`config.mk`:
```
export PLATFORM = sky130hd
export DESIGN_NAME = memory_cycle_lsu_flat
export DESIGN_NICKNAME = d
export VERILOG_FILES = /design/src/rtl/memory_cycle_lsu_pkg.sv /design/src/rtl/memory_cycle_lsu_if.sv /design/src/rtl/memory_cycle_lsu_load_extend.sv /design/src/rtl/memory_cycle_lsu.sv /design/src/flat_wrapper.sv
export SDC_FILE = /design/constraint.sdc
export NUM_CORES = 1
export LEC_CHECK = 0
export CAP_MARGIN = 40
export CELL_PAD_IN_SITES_DETAIL_PLACEMENT = 0
export CELL_PAD_IN_SITES_GLOBAL_PLACEMENT = 1
export CORE_MARGIN = 4
export CORE_UTILIZATION = 23
export DETAILED_ROUTE_END_ITERATION = 8
export GPL_ROUTABILITY_DRIVEN = 0
export PLACE_DENSITY = 0.73
export RECOVER_POWER = 100
export SETUP_SLACK_MARGIN = 0.4
export SLEW_MARGIN = 40
export SYNTH_ARGS = -nofsm -noshare
export SYNTH_HDL_FRONTEND = slang
export SYNTH_SLANG_ARGS = --single-unit
```
`constraint.sdc`:
```
create_clock -name clk -period 1.6 [get_ports clk]
set_input_delay 0.24 -clock clk [delete_from_list [all_inputs] [get_ports clk]]
set_output_delay 0.24 -clock clk [all_outputs]
set_load 0.01 [all_outputs]
```
`src/rtl/memory_cycle_lsu_pkg.sv`:
```
`default_nettype none
// ============================================================================
// Module   : memory_cycle_lsu_pkg
// Purpose  : funct3 codes, FSM state type and byte-enable helper for the LSU
// Revision : 1.0 - initial release
// ============================================================================
package memory_cycle_lsu_pkg;

    localparam logic [2:0] F3_B  = 3'b000;
    localparam logic [2:0] F3_H  = 3'b001;
    localparam logic [2:0] F3_W  = 3'b010;
    localparam logic [2:0] F3_BU = 3'b100;
    localparam logic [2:0] F3_HU = 3'b101;

    typedef enum logic [0:0] {
        S_IDLE = 1'b0,
        S_WAIT = 1'b1
    } lsu_state_t;

    // size is funct3[1:0]: 00 byte, 01 half, otherwise word
    function automatic logic [3:0] byteEnable(input logic [1:0] size, input logic [1:0] addrLo);
        case (size)
            2'b00:   return 4'b0001 << addrLo;
            2'b01:   return addrLo[1] ? 4'b1100 : 4'b0011;
            default: return 4'b1111;
        endcase
    endfunction

endpackage
`default_nettype wire

```
`src/rtl/memory_cycle_lsu_if.sv`:
```
`default_nettype none
// ============================================================================
// Module   : memory_cycle_lsu_if
// Purpose  : req/ack data-memory port with byte enables
// Revision : 1.0 - initial release
// ============================================================================
interface memory_cycle_lsu_if;
    logic        dmem_req;
    logic        dmem_we;
    logic [31:0] dmem_addr;
    logic [3:0]  dmem_be;
    logic [31:0] dmem_wdata;
    logic        dmem_ack;
    logic [31:0] dmem_rdata;

    modport master (
        output dmem_req, dmem_we, dmem_addr, dmem_be, dmem_wdata,
        input  dmem_ack, dmem_rdata
    );

    modport slave (
        input  dmem_req, dmem_we, dmem_addr, dmem_be, dmem_wdata,
        output dmem_ack, dmem_rdata
    );
endinterface
`default_nettype wire

```
`src/rtl/memory_cycle_lsu_load_extend.sv`:
```
`default_nettype none
// ============================================================================
// Module   : load_extend
// Purpose  : selects the addressed byte/half of a read word and extends it
// Revision : 1.0 - initial release
// ============================================================================
module load_extend
    import memory_cycle_lsu_pkg::*;
(
    input  wire logic [31:0] i_rdata,
    input  wire logic [1:0]  i_addrLo,
    input  wire logic [2:0]  i_funct3,
    output logic      [31:0] o_extData
);

    logic [7:0]  w_byte;
    logic [15:0] w_half;

    always_comb begin
        case (i_addrLo)
            2'b00:   w_byte = i_rdata[7:0];
            2'b01:   w_byte = i_rdata[15:8];
            2'b10:   w_byte = i_rdata[23:16];
            default: w_byte = i_rdata[31:24];
        endcase
        w_half = i_addrLo[1] ? i_rdata[31:16] : i_rdata[15:0];

        case (i_funct3)
            F3_B:    o_extData = {{24{w_byte[7]}}, w_byte};
            F3_BU:   o_extData = {24'd0, w_byte};
            F3_H:    o_extData = {{16{w_half[15]}}, w_half};
            F3_HU:   o_extData = {16'd0, w_half};
            default: o_extData = i_rdata;
        endcase
    end

endmodule
`default_nettype wire

```
`src/rtl/memory_cycle_lsu.sv`:
```
`default_nettype none
// ============================================================================
// Module   : memory_cycle_lsu
// Purpose  : RV32I MEM stage - req/ack data port, load extend, stall, MEM/WB
// Revision : 1.0 - initial release
// ============================================================================
module memory_cycle_lsu
    import memory_cycle_lsu_pkg::*;
#(
    parameter int TIMEOUT = 16
) (
    input  wire logic          clk,
    input  wire logic          rst,
    input  wire logic          RegWriteM,
    input  wire logic [1:0]    ResultSrcM,
    input  wire logic          LoadM,
    input  wire logic          StoreM,
    input  wire logic [4:0]    RD_M,
    input  wire logic [31:0]   PCPlus4M,
    input  wire logic [31:0]   WriteDataM,
    input  wire logic [31:0]   ALU_ResultM,
    input  wire logic [31:0]   InstrM,
    memory_cycle_lsu_if.master dmem,
    output logic               StallM,
    output logic               RegWriteW,
    output logic [1:0]         ResultSrcW,
    output logic [4:0]         RD_W,
    output logic [31:0]        PCPlus4W,
    output logic [31:0]        ALU_ResultW,
    output logic [31:0]        ReadDataW,
    output logic [31:0]        InstrW,
    output logic               MisalignW,
    output logic               BusErrW
);

    localparam int CNT_W = $clog2(TIMEOUT + 1);

    lsu_state_t       r_state;
    logic [CNT_W-1:0] r_cnt;

    logic [2:0]  w_f3;
    logic        w_memOp;
    logic        w_f3Ok;
    logic        w_misalign;
    logic        w_access;
    logic        w_expired;
    logic        w_done;
    logic        w_timeout;
    logic [31:0] w_ext;

    assign w_f3    = InstrM[14:12];
    assign w_memOp = LoadM | StoreM;

    always_comb begin
        w_f3Ok = 1'b0;
        case (w_f3)
            F3_B, F3_H, F3_W: w_f3Ok = 1'b1;
            F3_BU, F3_HU:     w_f3Ok = ~StoreM;
            default:          w_f3Ok = 1'b0;
        endcase
    end

    assign w_misalign = w_memOp & (~w_f3Ok
                      | ((w_f3[1:0] == 2'b01) & ALU_ResultM[0])
                      | ((w_f3[1:0] == 2'b10) & (ALU_ResultM[1:0] != 2'b00)));
    assign w_access   = w_memOp & ~w_misalign;

    // The last WAIT cycle still carries the request so a coinciding ack completes normally
    assign w_expired  = (r_state == S_WAIT) && (r_cnt == CNT_W'(TIMEOUT - 1));
    assign w_done     = w_access & dmem.dmem_ack;
    assign w_timeout  = w_expired & ~dmem.dmem_ack;

    // Gated with rst so an asynchronous reset drops req/stall without waiting for a clock
    assign dmem.dmem_req = rst & w_access;
    assign StallM        = rst & w_access & ~dmem.dmem_ack & ~w_expired;

    assign dmem.dmem_we   = StoreM;
    assign dmem.dmem_addr = {ALU_ResultM[31:2], 2'b00};
    assign dmem.dmem_be   = byteEnable(w_f3[1:0], ALU_ResultM[1:0]);

    always_comb begin
        case (w_f3[1:0])
            2'b00:   dmem.dmem_wdata = {4{WriteDataM[7:0]}};
            2'b01:   dmem.dmem_wdata = {2{WriteDataM[15:0]}};
            default: dmem.dmem_wdata = WriteDataM;
        endcase
    end

    load_extend u_loadExtend (
        .i_rdata   (dmem.dmem_rdata),
        .i_addrLo  (ALU_ResultM[1:0]),
        .i_funct3  (w_f3),
        .o_extData (w_ext)
    );

    always_ff @(posedge clk or negedge rst) begin
        if (!rst) begin
            r_state     <= S_IDLE;
            r_cnt       <= '0;
            RegWriteW   <= 1'b0;
            ResultSrcW  <= 2'b00;
            RD_W        <= 5'd0;
            PCPlus4W    <= 32'd0;
            ALU_ResultW <= 32'd0;
            ReadDataW   <= 32'd0;
            InstrW      <= 32'd0;
            MisalignW   <= 1'b0;
            BusErrW     <= 1'b0;
        end else begin
            case (r_state)
                S_IDLE: begin
                    if (w_access && !dmem.dmem_ack) begin
                        r_state <= S_WAIT;
                        r_cnt   <= '0;
                    end
                end
                S_WAIT: begin
                    if (dmem.dmem_ack || w_expired) r_state <= S_IDLE;
                    else                            r_cnt   <= r_cnt + CNT_W'(1);
                end
                default: r_state <= S_IDLE;
            endcase

            ResultSrcW  <= ResultSrcM;
            RD_W        <= RD_M;
            PCPlus4W    <= PCPlus4M;
            ALU_ResultW <= ALU_ResultM;
            InstrW      <= InstrM;

            if (StallM) begin
                RegWriteW <= 1'b0;
                MisalignW <= 1'b0;
                BusErrW   <= 1'b0;
            end else begin
                RegWriteW <= RegWriteM & ~w_misalign & ~w_timeout;
                MisalignW <= w_misalign;
                BusErrW   <= w_timeout;
            end

            if (w_done) ReadDataW <= StoreM ? 32'd0 : w_ext;
        end
    end

endmodule
`default_nettype wire
```
`src/flat_wrapper.sv`:
```
// flat-port wrapper written by rule: the top's interface ports become plain ports
module memory_cycle_lsu_flat import memory_cycle_lsu_pkg::*;
#(
    parameter int TIMEOUT = 16
)
  (clk, rst, RegWriteM, ResultSrcM, LoadM, StoreM, RD_M, PCPlus4M, WriteDataM, ALU_ResultM, InstrM, StallM, RegWriteW, ResultSrcW, RD_W, PCPlus4W, ALU_ResultW, ReadDataW, InstrW, MisalignW, BusErrW, dmem_dmem_req, dmem_dmem_we, dmem_dmem_addr, dmem_dmem_be, dmem_dmem_wdata, dmem_dmem_ack, dmem_dmem_rdata);
  memory_cycle_lsu_if dmem_i ();
  input  wire logic clk;
  input  wire logic rst;
  input  wire logic RegWriteM;
  input  wire logic [1:0] ResultSrcM;
  input  wire logic LoadM;
  input  wire logic StoreM;
  input  wire logic [4:0] RD_M;
  input  wire logic [31:0] PCPlus4M;
  input  wire logic [31:0] WriteDataM;
  input  wire logic [31:0] ALU_ResultM;
  input  wire logic [31:0] InstrM;
  output logic StallM;
  output logic RegWriteW;
  output logic [1:0] ResultSrcW;
  output logic [4:0] RD_W;
  output logic [31:0] PCPlus4W;
  output logic [31:0] ALU_ResultW;
  output logic [31:0] ReadDataW;
  output logic [31:0] InstrW;
  output logic MisalignW;
  output logic BusErrW;
  output wire logic [$bits(dmem_i.dmem_req)-1:0] dmem_dmem_req;
  output wire logic [$bits(dmem_i.dmem_we)-1:0] dmem_dmem_we;
  output wire logic [$bits(dmem_i.dmem_addr)-1:0] dmem_dmem_addr;
  output wire logic [$bits(dmem_i.dmem_be)-1:0] dmem_dmem_be;
  output wire logic [$bits(dmem_i.dmem_wdata)-1:0] dmem_dmem_wdata;
  input wire logic [$bits(dmem_i.dmem_ack)-1:0] dmem_dmem_ack;
  input wire logic [$bits(dmem_i.dmem_rdata)-1:0] dmem_dmem_rdata;
  assign dmem_dmem_req = dmem_i.dmem_req;
  assign dmem_dmem_we = dmem_i.dmem_we;
  assign dmem_dmem_addr = dmem_i.dmem_addr;
  assign dmem_dmem_be = dmem_i.dmem_be;
  assign dmem_dmem_wdata = dmem_i.dmem_wdata;
  assign dmem_i.dmem_ack = dmem_dmem_ack;
  assign dmem_i.dmem_rdata = dmem_dmem_rdata;
  memory_cycle_lsu #(.TIMEOUT(TIMEOUT)) u_core (.clk(clk), .rst(rst), .RegWriteM(RegWriteM), .ResultSrcM(ResultSrcM), .LoadM(LoadM), .StoreM(StoreM), .RD_M(RD_M), .PCPlus4M(PCPlus4M), .WriteDataM(WriteDataM), .ALU_ResultM(ALU_ResultM), .InstrM(InstrM), .dmem(dmem_i), .StallM(StallM), .RegWriteW(RegWriteW), .ResultSrcW(ResultSrcW), .RD_W(RD_W), .PCPlus4W(PCPlus4W), .ALU_ResultW(ALU_ResultW), .ReadDataW(ReadDataW), .InstrW(InstrW), .MisalignW(MisalignW), .BusErrW(BusErrW));
endmodule
```
== Yosys cells after proc, flatten, opt, wreduce, memory -nomap -nowiden ==
Cells that the tools add are included.
Storage, ports and cells
  flip-flop bits (word level): 144
  bits in latches: 0
  memory bits (writable): 0
  bits in read-only memories: 0
  input bits: 173
  output and inout bits: 209
  logic and storage cells: 73
  memories kept: 0
Operators by class
  $add $sub $neg: 1
  multipliers: 0
  divide/modulo/power cells: 0
  magnitude comparators: 0
  equal/unequal tests: 11
  shift operators: 1
  muxes and demuxes: 17
  bitwise operators: 21
  reduce and logical (&&, ||, !) cells: 11
Operator list (number)
  case mux 32 bit (4 select lines): 1
  case mux 32 bit (2 select lines): 1
  2-to-1 mux 32 bit: 1
  case mux 8 bit (3 select lines): 1
  2-to-1 mux 16 bit: 1
  AND 1 bit: 11
  2-to-1 mux 5 bit: 2
  case mux 5 bit (2 select lines): 1
  case mux 4 bit (2 select lines): 1
  NOT 1 bit: 7
  equality test 3 bit, second input constant: 2
  adder 5 x 1 -> 5 bit, second input constant: 1
  equality test 5 x 4 -> 1 bit, second input constant: 1
  2-to-1 mux 1 bit: 5
  equality test 2 x 1 -> 1 bit, second input constant: 2
  equality test 2 bit, second input constant: 2
  zero test 2 bit: 2
  2-to-1 mux 4 bit: 1
  case mux 1 bit (2 select lines): 2
  left shift 1 x 2 -> 4 bit, first input constant: 1
  equality test 3 x 1 -> 1 bit, second input constant: 1
  equality test 3 x 2 -> 1 bit, second input constant: 1
  zero test 3 bit: 1
  OR 1 bit: 3
  9 further kinds: 10

== Depth between registers and ports, before layout ==
  depth in word-level cells: 13
  depth in mapped cells: 7
  gate-level depth less buffers: 7

== Hierarchy ==
A second synthesis with hierarchy kept.
Second synthesis, totals
  cells, all modules: 494
  area total of the unflattened synthesis: 6221.0 sq um
By module, submodules not included
  memory_cycle_lsu: times used 1, cells an instance 361, area each 5251.3 sq um
  load_extend: times used 1, cells an instance 133, area each 969.7 sq um

== Least setup slack after synthesis ==
No wires, ideal clock.
  kind: register -> register
  start point: register u_core.r_cnt[0]
  end point: register u_core.r_cnt[3]
  arrival: 1642 ps
  data required time: 1479 ps
  path slack: -163 ps
  cell stages (with the launch flop): 8
  cells stage by stage: dfrtp_1 -> ha_1 -> and3_1 -> ha_1 -> inv_1 -> nand4_1 -> mux2_2 -> a22o_1
Between the ends
  word-level cells in the longest chain between the ends: 5
Ends and longest elaborated chain
  from (decl): line memory_cycle_lsu.sv:39  | logic [CNT_W-1:0] r_cnt;
  from (signal assigned): line memory_cycle_lsu.sv:119  | else r_cnt <= r_cnt + CNT_W'(1);
  parallel branches: the longest is 5 deep, another holds adder 5 x 1 -> 5 bit
Parallel ways; which one is timed is not known. The select of a mux whose other input is x is not followed.
A chain may end at the register's enable or synchronous reset.

== Worst setup path in the final report ==
  start point: register u_core.r_cnt[0]
  end point: output port StallM
Between the ends
  word-level cells in the longest chain between the ends: 4
Ends and longest elaborated chain
  equality test 5 x 4 -> 1 bit: line memory_cycle_lsu.sv:69  | assign w_expired = (r_state == S_WAIT) && (r_cnt == CNT_W'(TIMEOUT - 1));
  logical AND 1 bit: line memory_cycle_lsu.sv:69
  NOT 1 bit: line memory_cycle_lsu.sv:75  | assign StallM = rst & w_access & ~dmem.dmem_ack & ~w_expired;
  AND 1 bit: line memory_cycle_lsu.sv:75
  to (decl): line flat_wrapper.sv:19  | output logic StallM;
No other way between the ends.

==> out/metrics.yaml <==
placement:
  place_ws_ns: -0.816
  hpwlAfterDp_um: 17600
  io_buffers: 379
synthesis:
  synth_top_area_share_pct: 64.8
  synth_xor_area_share_pct: 0
  synthCells: 413
  synthAdderAreaFrac_pct: 0.450
  synth_top_cell_by_area: "dfrtp_1"
  synth_edf_count: 0
  synth_area_um2: 5560
  synth-simple-area-share_pct: 6.23
  synthTopCellsByArea: "dfrtp_1 (65%), buf_4 (5.8%), a22o_1 (4.4%)"
  synth.area.mux_share_pct: 7.54
  syn_area_per_cell_um2: 13.5
  yosysWarnings: 0
  synth_seq_cells: 144
  synth_compound_area_share_pct: 12.7
  ys.flop_type: "dfrtp_1"
  synth-seq-area-share_pct: 64.8
  yosysUniqueCellTypes: 46
  synth_top_family_by_area: "compound AO/OA/AOI/OAI gates"
  ys_async_sr_fraction_pct: 100
routing:
  routed_wl_um: 24100
  vias_per_cell: 4.28
  first_pass_iters: 6
  ant_nets: 0
  dr_total_vias: 5312
  wl_per_cell_um: 19.4
  drc: 0
  initialDrtViolationCount: 216
run_status:
  violations: "setup timing"
  status: "finished, violations left"
die:
  core_um2: 23600
  die_y_um: 164
  dieArea_um2: 26700
  num_rows: 56
  die_x_um: 164
  initial_core_util_pct: 23.6
  ios: 382
global_route:
  grt_max_degree: 53
  grt_use_total_pct: 17.3
  antenna_found_initial: 1
  overflow: 0
  grt_pass1_wl_um: 34900
  grt_pass1_vias: 5760
finish:
  layout-drive-gt1-share_pct: 32.1
  syn_to_final_growth_pct: 95.2
  diodes: 0
  nets: 1083
  fillers: 2309
setup_path:
  startpoint: "u_core.r_cnt[0]"
  worstPathRequired_ns: 1.36
  r2r-start: "u_core.r_cnt[0]"
  crit_fanout: 2
  start_kind: "flip-flop"
  cp_data_arrival_time_ns: 1.70
  worst_setup_path_end_kind: "primary output"
  crit_type: "reg2out"
hold_path:
  hp-class: "in2reg"
  hp-start: "ALU_ResultM[17]"
clocking:
  cts-htree-levels: 4
  clk_pin_slew_ns: 0.07
  root_buffer: "clkbuf_16"
  clock_path_buffers: 2
  clk_latency_ns: 0.42
  cts-buffers-inserted: 17
  cts.sinks: 144
  cts_tree: "yes"
power_and_ir_drop:
  p_leak_nw: 4.80
  ir_drop_mv: 0.658
  p_per_area_nw_per_um2: 964
sta:
  fin_ws_ns: -0.339
  maxSlewViolCount: 0
  setup_viol: 29
  timing.fmax_ghz: 0.516
  final.period_utilization_pct: 121
  rsz0062_at_grt: "true"
  finalCriticalPeriod_ns: 1.94
  setup_tns_ns: -2.07
  tightest_slew_ns: 1.24
  skew_ns: 0.00474
  slew_headroom_pct: 17.6
  hold_violations: 0
job:
  maxCapViolations: 0
==> stage by stage <==
step           utilization (%)  cells  total power (W)  instance area (µm²)  hold WS (ns)
6_report                  46.0   1240           0.0105                10900         0.128
5_1_grt                   46.0   1240           0.0110                10900         0.115
4_1_cts                   47.1   1225           0.0108                11100        0.0341
3_5_place_dp              42.3   1119          0.00637                 9990         0.287
3_3_place_gp              42.3   1119          0.00634                 9990         0.288
2_1_floorplan                -    414          0.00485                 5750       -0.0556
==> cells in the mapped netlist (3+ instances only) <==
master	n
a21oi_1	8
a221oi_1	8
a222oi_1	6
a22o_1	28
buf_1	3
buf_2	8
buf_4	43
clkbuf_1	8
dfrtp_1	144
inv_1	6
mux2_1	10
mux2_2	17
mux2i_1	10
nand2_1	24
nand2b_1	17
nor2_1	6
nor2b_1	3
nor3_1	3
o21ai_0	4
o21ai_1	25
==> power by group <==
part | switching [W] | internal [W] | leakage, nW
clock network | 0.00180 | 0.00228 | 0.300
logic | 0.00108 | 0.00127 | 2.75
registers | 0.000119 | 0.00392 | 1.75
==> timing repair <==
action | CTS | global route
endpoints found under the hold margin | 22 | 0
setup endpoints to repair | 248 | 155
buffers inserted | 64 | 15
gates resized for setup | 977 | 91
pin swaps | 40 | 28
gates cloned | 8 | 0
hold buffers | 2 | 0
==> final cells by class <==
class	instances	area (µm²)	share of cell area, %
flip-flops and latches	144	3600	33.2
multi-input cells	198	1940	17.8
well taps	319	399	3.68
repair buffers	539	4280	39.4
inverters	8	30.0	0.277
clock inverters	14	166	1.53
clock buffers	18	439	4.05
==> kinds of logic after synthesis <==
kind of cell    Yosys count
mux                      38
other cells               1
simple gates             65
fa+ha+maj                 2
compound gates           91
buf+inv                  72
flops                   144
==> cells in the final DEF (no fill, tap or decap), types with 8 or more instances in the layout <==
| cell | Yosys | final |
|---|---|---|
| a22o_1 | 28 | 27 |
| buf_12 | 0 | 10 |
| buf_4 | 43 | 96 |
| buf_6 | 2 | 48 |
| clkbuf_1 | 8 | 174 |
| clkbuf_16 | 0 | 17 |
| clkdlybuf4s25_1 | 0 | 14 |
| clkdlybuf4s50_1 | 0 | 45 |
| dfrtp_1 | 144 | 144 |
| dlygate4sd2_1 | 0 | 28 |
| dlygate4sd3_1 | 0 | 98 |
| mux2_1 | 10 | 12 |
| mux2_4 | 1 | 15 |
| mux2i_1 | 10 | 8 |
| nand2_1 | 24 | 10 |
| nand2_4 | 0 | 8 |
| nand2b_1 | 17 | 17 |
| o21ai_1 | 25 | 12 |
| o21ai_2 | 0 | 14 |
==> state kept, by name (all words and copies together) (netlist names) <==
name	flops
u_core.InstrW	32
u_core.ReadDataW	32
u_core.BusErrW	1
u_core.PCPlus4W	32
u_core.ResultSrcW	2
u_core.RD_W	5
u_core.ALU_ResultW	32
u_core.r_state	1
u_core.r_cnt	5
u_core.RegWriteW	1
u_core.MisalignW	1
==> critical path, stage by stage (launching register included) <==
cell,delay (ns)
dfrtp_1,0.39
ha_2,0.20
and3_4,0.15
ha_4,0.15
a21oi_2,0.12
and2_1,0.14
buf_2,0.13
==> per-layer routing <==
layer | vias to the layer above | track usage (%) | share of wire [%]
met4 | 2 | 5.87 | 2.0
met5 | - | 0 | 0.054
li1 | 2430 | - | -
met2 | 279 | 32.1 | 53
met1 | 2571 | 18.3 | 36
met3 | 30 | 5.83 | 8.9
==> path summary, 6_finish.rpt <==
kind                                          endpoint  slack [ns]  cells past startpoint
worst min register to register         u_core.r_cnt[4]        0.50                      1
worst max-delay path                            StallM       -0.34                      6
min in group asynchronous          u_core.ReadDataW[8]        0.54                      3
worst min-delay path            u_core.ALU_ResultW[17]        0.13                      1
worst max register to register         u_core.r_cnt[1]       -0.24                     11
max in group asynchronous            u_core.InstrW[16]        0.20                      4
No activity file was read; power rests on OpenSTA's default activity.
==> edit 1, RTL diff (same settings) <==
`ALU_ResultW` and `InstrW` no longer have a reset.
--- a/src/rtl/memory_cycle_lsu.sv
+++ b/src/rtl/memory_cycle_lsu.sv
@@ -103,5 +103,3 @@
             PCPlus4W    <= 32'd0;
-            ALU_ResultW <= 32'd0;
             ReadDataW   <= 32'd0;
-            InstrW      <= 32'd0;
             MisalignW   <= 1'b0;
@@ -126,4 +124,2 @@
             PCPlus4W    <= PCPlus4M;
-            ALU_ResultW <= ALU_ResultM;
-            InstrW      <= InstrM;
 
@@ -143,2 +139,7 @@
 
+    always_ff @(posedge clk) begin
+        ALU_ResultW <= ALU_ResultM;
+        InstrW      <= InstrM;
+    end
+
 endmodule
Formal check against the unedited RTL: not equivalent (a bounded check fails within 4 cycles, from zero or initial values and one cycle with rst low).
==> edit 1 against the unedited design <==
The flow still finishes with violations (negative setup slack); global-route usage fell by 0.52 points; sequential power barely moved; largest cell class unchanged; sequential cell count did not move; total power fell by 3.3%; setup slack improved by 9.1 ps; largest power group is now registers; area after synthesis fell by 5.8%; clock power fell by 4%; register-to-register slack got worse by 70 ps; critical path type unchanged; non-clock buffer count fell by 29; critical path depth did not move; final area fell by 5.5%; routed wire length fell by 7.3%.
==> edit 1: results (changes against the unedited design) <==
| Metric | Value |
|---|---|
| Seq/Total Area, Yosys | `62.6% (-2.2 points)` |
| Routed wire length | `22400 microns (-7.3%)` |
| Slew headroom | `24.3% (+6.7 points)` |
| Violated checks | `negative setup slack` |
| Drt pass-1 iters | `4 (-2)` |
| GR Util All Layers | `16.8% (-0.52 points)` |
| Final setup violation count | `40 (+38%)` |
| Worst reg2reg endpoint | `u_core.r_cnt[3]` |
| Clock Path Buffers | `2 (unchanged)` |
| M1 GR Usage | `21.1% (+2.8 points)` |
| GRT met3 Usage | `5.95% (+0.13 points)` |
| Via count | `5008 (-5.7%)` |
| Met1 Wirelength | `9140 microns (+5.3%)` |
| Min setup slack post-route | `-330 ps (+9.15 ps)` |
| LEAKAGE | `0.00450 uW (-6.2%)` |
| Area after DPL | `9500 sq um (-4.9%)` |
| Initial antenna violation count | `3 (+2)` |
| Area contributors post-synth | `dfrtp_1, dfxtp_1, buf_4` |
| DR WL met2 | `11200 microns (-12%)` |
| # Post-CTS Setup Buffers | `41 (-36%)` |
| Post-synthesis mux area share | `8.00% (+0.46 points)` |
| VDD IR max | `579 uV (-12%)` |
| Switching share of power | `26.8% (-1.8 points)` |
| First-pass GRT wire length | `32900 microns (-5.9%)` |
| Comb power | `2170 uW (-8%)` |
| Power Density | `986 nW/um^2 (+2.3%)` |
| DP HPWL | `16600 microns (-6.2%)` |
| Detail Route met3 WL | `1750 microns (-18%)` |
| Worst R2R Setup Slack | `-310 ps (-70 ps)` |
| Cells on worst reg2reg path | `9 (-2)` |
| Power Sequential | `4020 uW (about the same)` |
| Post-place setup slack | `-772 ps (+43.9 ps)` |
| Initial drt markers | `186 (-14%)` |
| Compound-Gate Fraction of Synth Area | `13.5% (+0.78 points)` |
| Post-route insts no fill | `1173 (-5.4%)` |
| Met2 Use GR | `27.9% (-4.2 points)` |
| Most frequent cells after synthesis | `dfrtp_1, dfxtp_1, buf_4` |
| Largest net degree at the start of global routing | `43 (-19%)` |
| Status | `finished, violations left` |
| DP Cell Count | `1063 (-5.0%)` |
| Int Power | `7400 uW (-0.92%)` |
| Adder-cell area share of the yosys netlist | `0.477% (+0.027 points)` |
| Fill count | `2137 (-7.4%)` |
==> edit 1: changes by cell type after synthesis, sizes merged <==
cell / unedited run / this run
dfrtp: 144 / 80
dfxtp: 0 / 64
==> edit 1: critical path: cells and delay by family (launching register included) <==
kind            cells  cell delay (ps)
compound gates      1              120
buf+inv             1               90
flops               1              390
simple gates        2              320
fa+ha+maj           2              360
==> edit 1: final cells by class <==
class	count	share of cell area (%)
inverters	8	0.293
clock inverters	12	1.21
repair buffers	510	40.6
well taps	280	3.41
clock buffers	20	4.56
multi-input cells	198	17.9
diodes	1	0.0244
flip-flops and latches	144	32.0
==> edit 1: how the worst max path moves through the flow <==
| stage | start | end | cells after the start |
|---|---|---|---|
| after global placement | ALU_ResultM[1] | StallM | 5 |
| after global routing | u_core.r_cnt[1] | StallM | 6 |
| after detailed placement | ALU_ResultM[1] | StallM | 5 |
| after CTS | u_core.r_cnt[0] | StallM | 6 |
| final | u_core.r_cnt[1] | StallM | 6 |
| after floorplan | u_core.r_cnt[0] | u_core.r_cnt[3] | 7 |
==> edit 2, RTL diff (config.mk and constraints unchanged) <==
Made on the original files. `TIMEOUT` is set to 16 in 2 places; all go to 32.
--- a/src/rtl/memory_cycle_lsu.sv
+++ b/src/rtl/memory_cycle_lsu.sv
@@ -9,3 +9,3 @@
 #(
-    parameter int TIMEOUT = 16
+    parameter int TIMEOUT = 32
 ) (
--- a/src/flat_wrapper.sv
+++ b/src/flat_wrapper.sv
@@ -3,3 +3,3 @@
 #(
-    parameter int TIMEOUT = 16
+    parameter int TIMEOUT = 32
 )
Check against the original RTL: no difference found for any inputs over 10 cycles, from zero or initial values and one cycle with rst low; that may be too few to reach the edited logic, so the function may still have changed.
==> edit 2 against the unedited design <==
The run still ends with negative setup slack left; count of clock-buffer cells in the layout down 1; final area increased by 2.0%; sequential share of layout area shrank 0.41 points; core utilization is 0.73 points lower; clock skew up 4.9 ps; sequential cell count increased by 1; hold slack lost 87 ps; total power down 0.18%; largest cell class unchanged; die area rose by 3.1%; critical path depth is 2 lower; area after synthesis up 3.2%; setup slack gained 210 ps; combinational power down 3%; routed wire length rose by 12%.
==> edit 2: results (changes against the unedited design) <==
| Metric | Value |
|---|---|
| Fin area | `11100 sq um (+2.0%)` |
| Number of vias per cell | `4.33 (+1.1%)` |
| LEAKAGE | `0.00495 uW (+3.2%)` |
| DR WL met2 | `13500 microns (+5.4%)` |
| DP Cell Count | `1163 (+3.9%)` |
| Adder-cell area share of the yosys netlist | `0.218% (-0.23 points)` |
| Worst R2R Setup Slack | `150 ps (+390 ps)` |
| Fill count | `2319 (+0.43%)` |
| Met1 Wirelength | `11600 microns (+34%)` |
| Hold Path End | `u_core.InstrW[14]` |
| GR Util All Layers | `18.7% (+1.4 points)` |
| Worst reg2reg endpoint | `u_core.r_cnt[5]` |
| Worst-Margin Slew | `1230 ps (-2.82 ps)` |
| Status | `finished, violations left` |
| Initial antenna violation count | `2 (+1)` |
| Setup Skew | `9.63 ps (+4.89 ps)` |
| Post-route insts no fill | `1288 (+3.9%)` |
| Post-place setup slack | `-700 ps (+116 ps)` |
| Num CTS Buffers | `17 (unchanged)` |
| CP Data Arrival Time | `1490 ps (-210 ps)` |
| Min setup slack post-route | `-133 ps (+206 ps)` |
| Final setup violation count | `29 (unchanged)` |
| Hold path startpoint | `InstrM[14]` |
| Area after DPL | `10100 sq um (+1.4%)` |
| Seq/Total Area, Yosys | `63.2% (-1.6 points)` |
| DP HPWL | `19300 microns (+9.3%)` |
| Final nets | `1123 (+3.7%)` |
| VDD IR max | `558 uV (-15%)` |
| DR top layer | `met4` |
| Yosys cell types | `56 (+22%)` |
| Critical R2R Launch | `u_core.r_cnt[1]` |
| Detail Route met3 WL | `1570 microns (-27%)` |
| Largest net degree at the start of global routing | `127 (+140%)` |
| Violated checks | `negative setup slack` |
| Avg WL per Cell | `20.9 microns (+7.6%)` |
| First-pass GRT wire length | `38800 microns (+11%)` |
| Fin Setup TNS | `-615 ps (+1450 ps)` |
| Gate Count Post-Synth | `457 (+11%)` |
| Cells on worst reg2reg path | `5 (-6)` |
==> edit 2: changes by cell type after synthesis, sizes merged, moves of 6 or more <==
cell,before,now
a21oi,8,26
a31oi,1,10
mux2,28,20
nand2,24,42
nor2,7,13
a21o,0,11
a32oi,0,7
a22o,28,2
nand2b,17,1
or3,0,6
a221oi,10,2
==> edit 2: cell type report <==
type                       instances  area [sq um]  share of cell area (%)
multi-input combinational        240          2030                    18.3
clock inverter                    15           183                    1.65
timing repair buffer             538          4360                    39.4
antenna                            2          5.00                  0.0452
sequential                       145          3630                    32.8
clock buffer                      17           425                    3.84
tap                              324           405                    3.66
inverter                           7          30.0                   0.271
==> edit 2: critical path: cells and delay by family, from the launching register on <==
family	cells	cell delay, ps
compound gates	1	180
fa+ha+maj	1	200
buf+inv	1	90
flops	1	390
simple gates	1	210
==> edit 2: through the flow <==
step | hold WS, ps | total power (uW)
finish | 41.2 | 10400
floorplan | -55.6 | 4850
global route | 33.2 | 10900
detailed placement | 311 | 6410
global placement | 313 | 6390
CTS | 10.7 | 10700
==> edit 2: power breakdown <==
group / leakage (uW) / switching [uW] / internal [uW]
combinational: 0.00290 / 1100 / 1190
sequential: 0.00176 / 128 / 3940
clock: 0.000293 / 1960 / 2130
==> edit 2: timing repair <==
| item | CTS | global route |
|---|---|---|
| setup endpoints to repair | 248 | 166 |
| buffers inserted | 49 | 33 |
| hold buffers | 1 | 0 |
| gates cloned | 7 | 1 |
| pin swaps | 25 | 59 |
| resized for setup | 947 | 125 |
| endpoints found under the hold margin | 19 | 0 |
==> edit 2: logic make-up (layout without fill, tap and decap cells) <==
group | Yosys count | count (layout)
flops | 145 | 145
fa+ha+maj | 1 | 1
simple gates | 91 | 91
mux | 32 | 32
compound gates | 113 | 114
buf+inv | 74 | 577
other cells | 1 | 4
==> edit 2: metal layers <==
layer	vias up	global-route usage, %
li1	2568	-
met1	2796	25.0
met2	197	30.6
met3	18	4.95
met4	0	4.27
met5	-	0
==> edit 2: worst max-delay path by stage <==
stage	slack, ps	endpoint
2_1_floorplan	10	u_core.ReadDataW[21]
3_5_place_dp	-700	u_core.ReadDataW[20]
6_report	-130	StallM
4_1_cts	-160	StallM
5_1_grt	-190	StallM
3_3_place_gp	-680	u_core.ReadDataW[18]
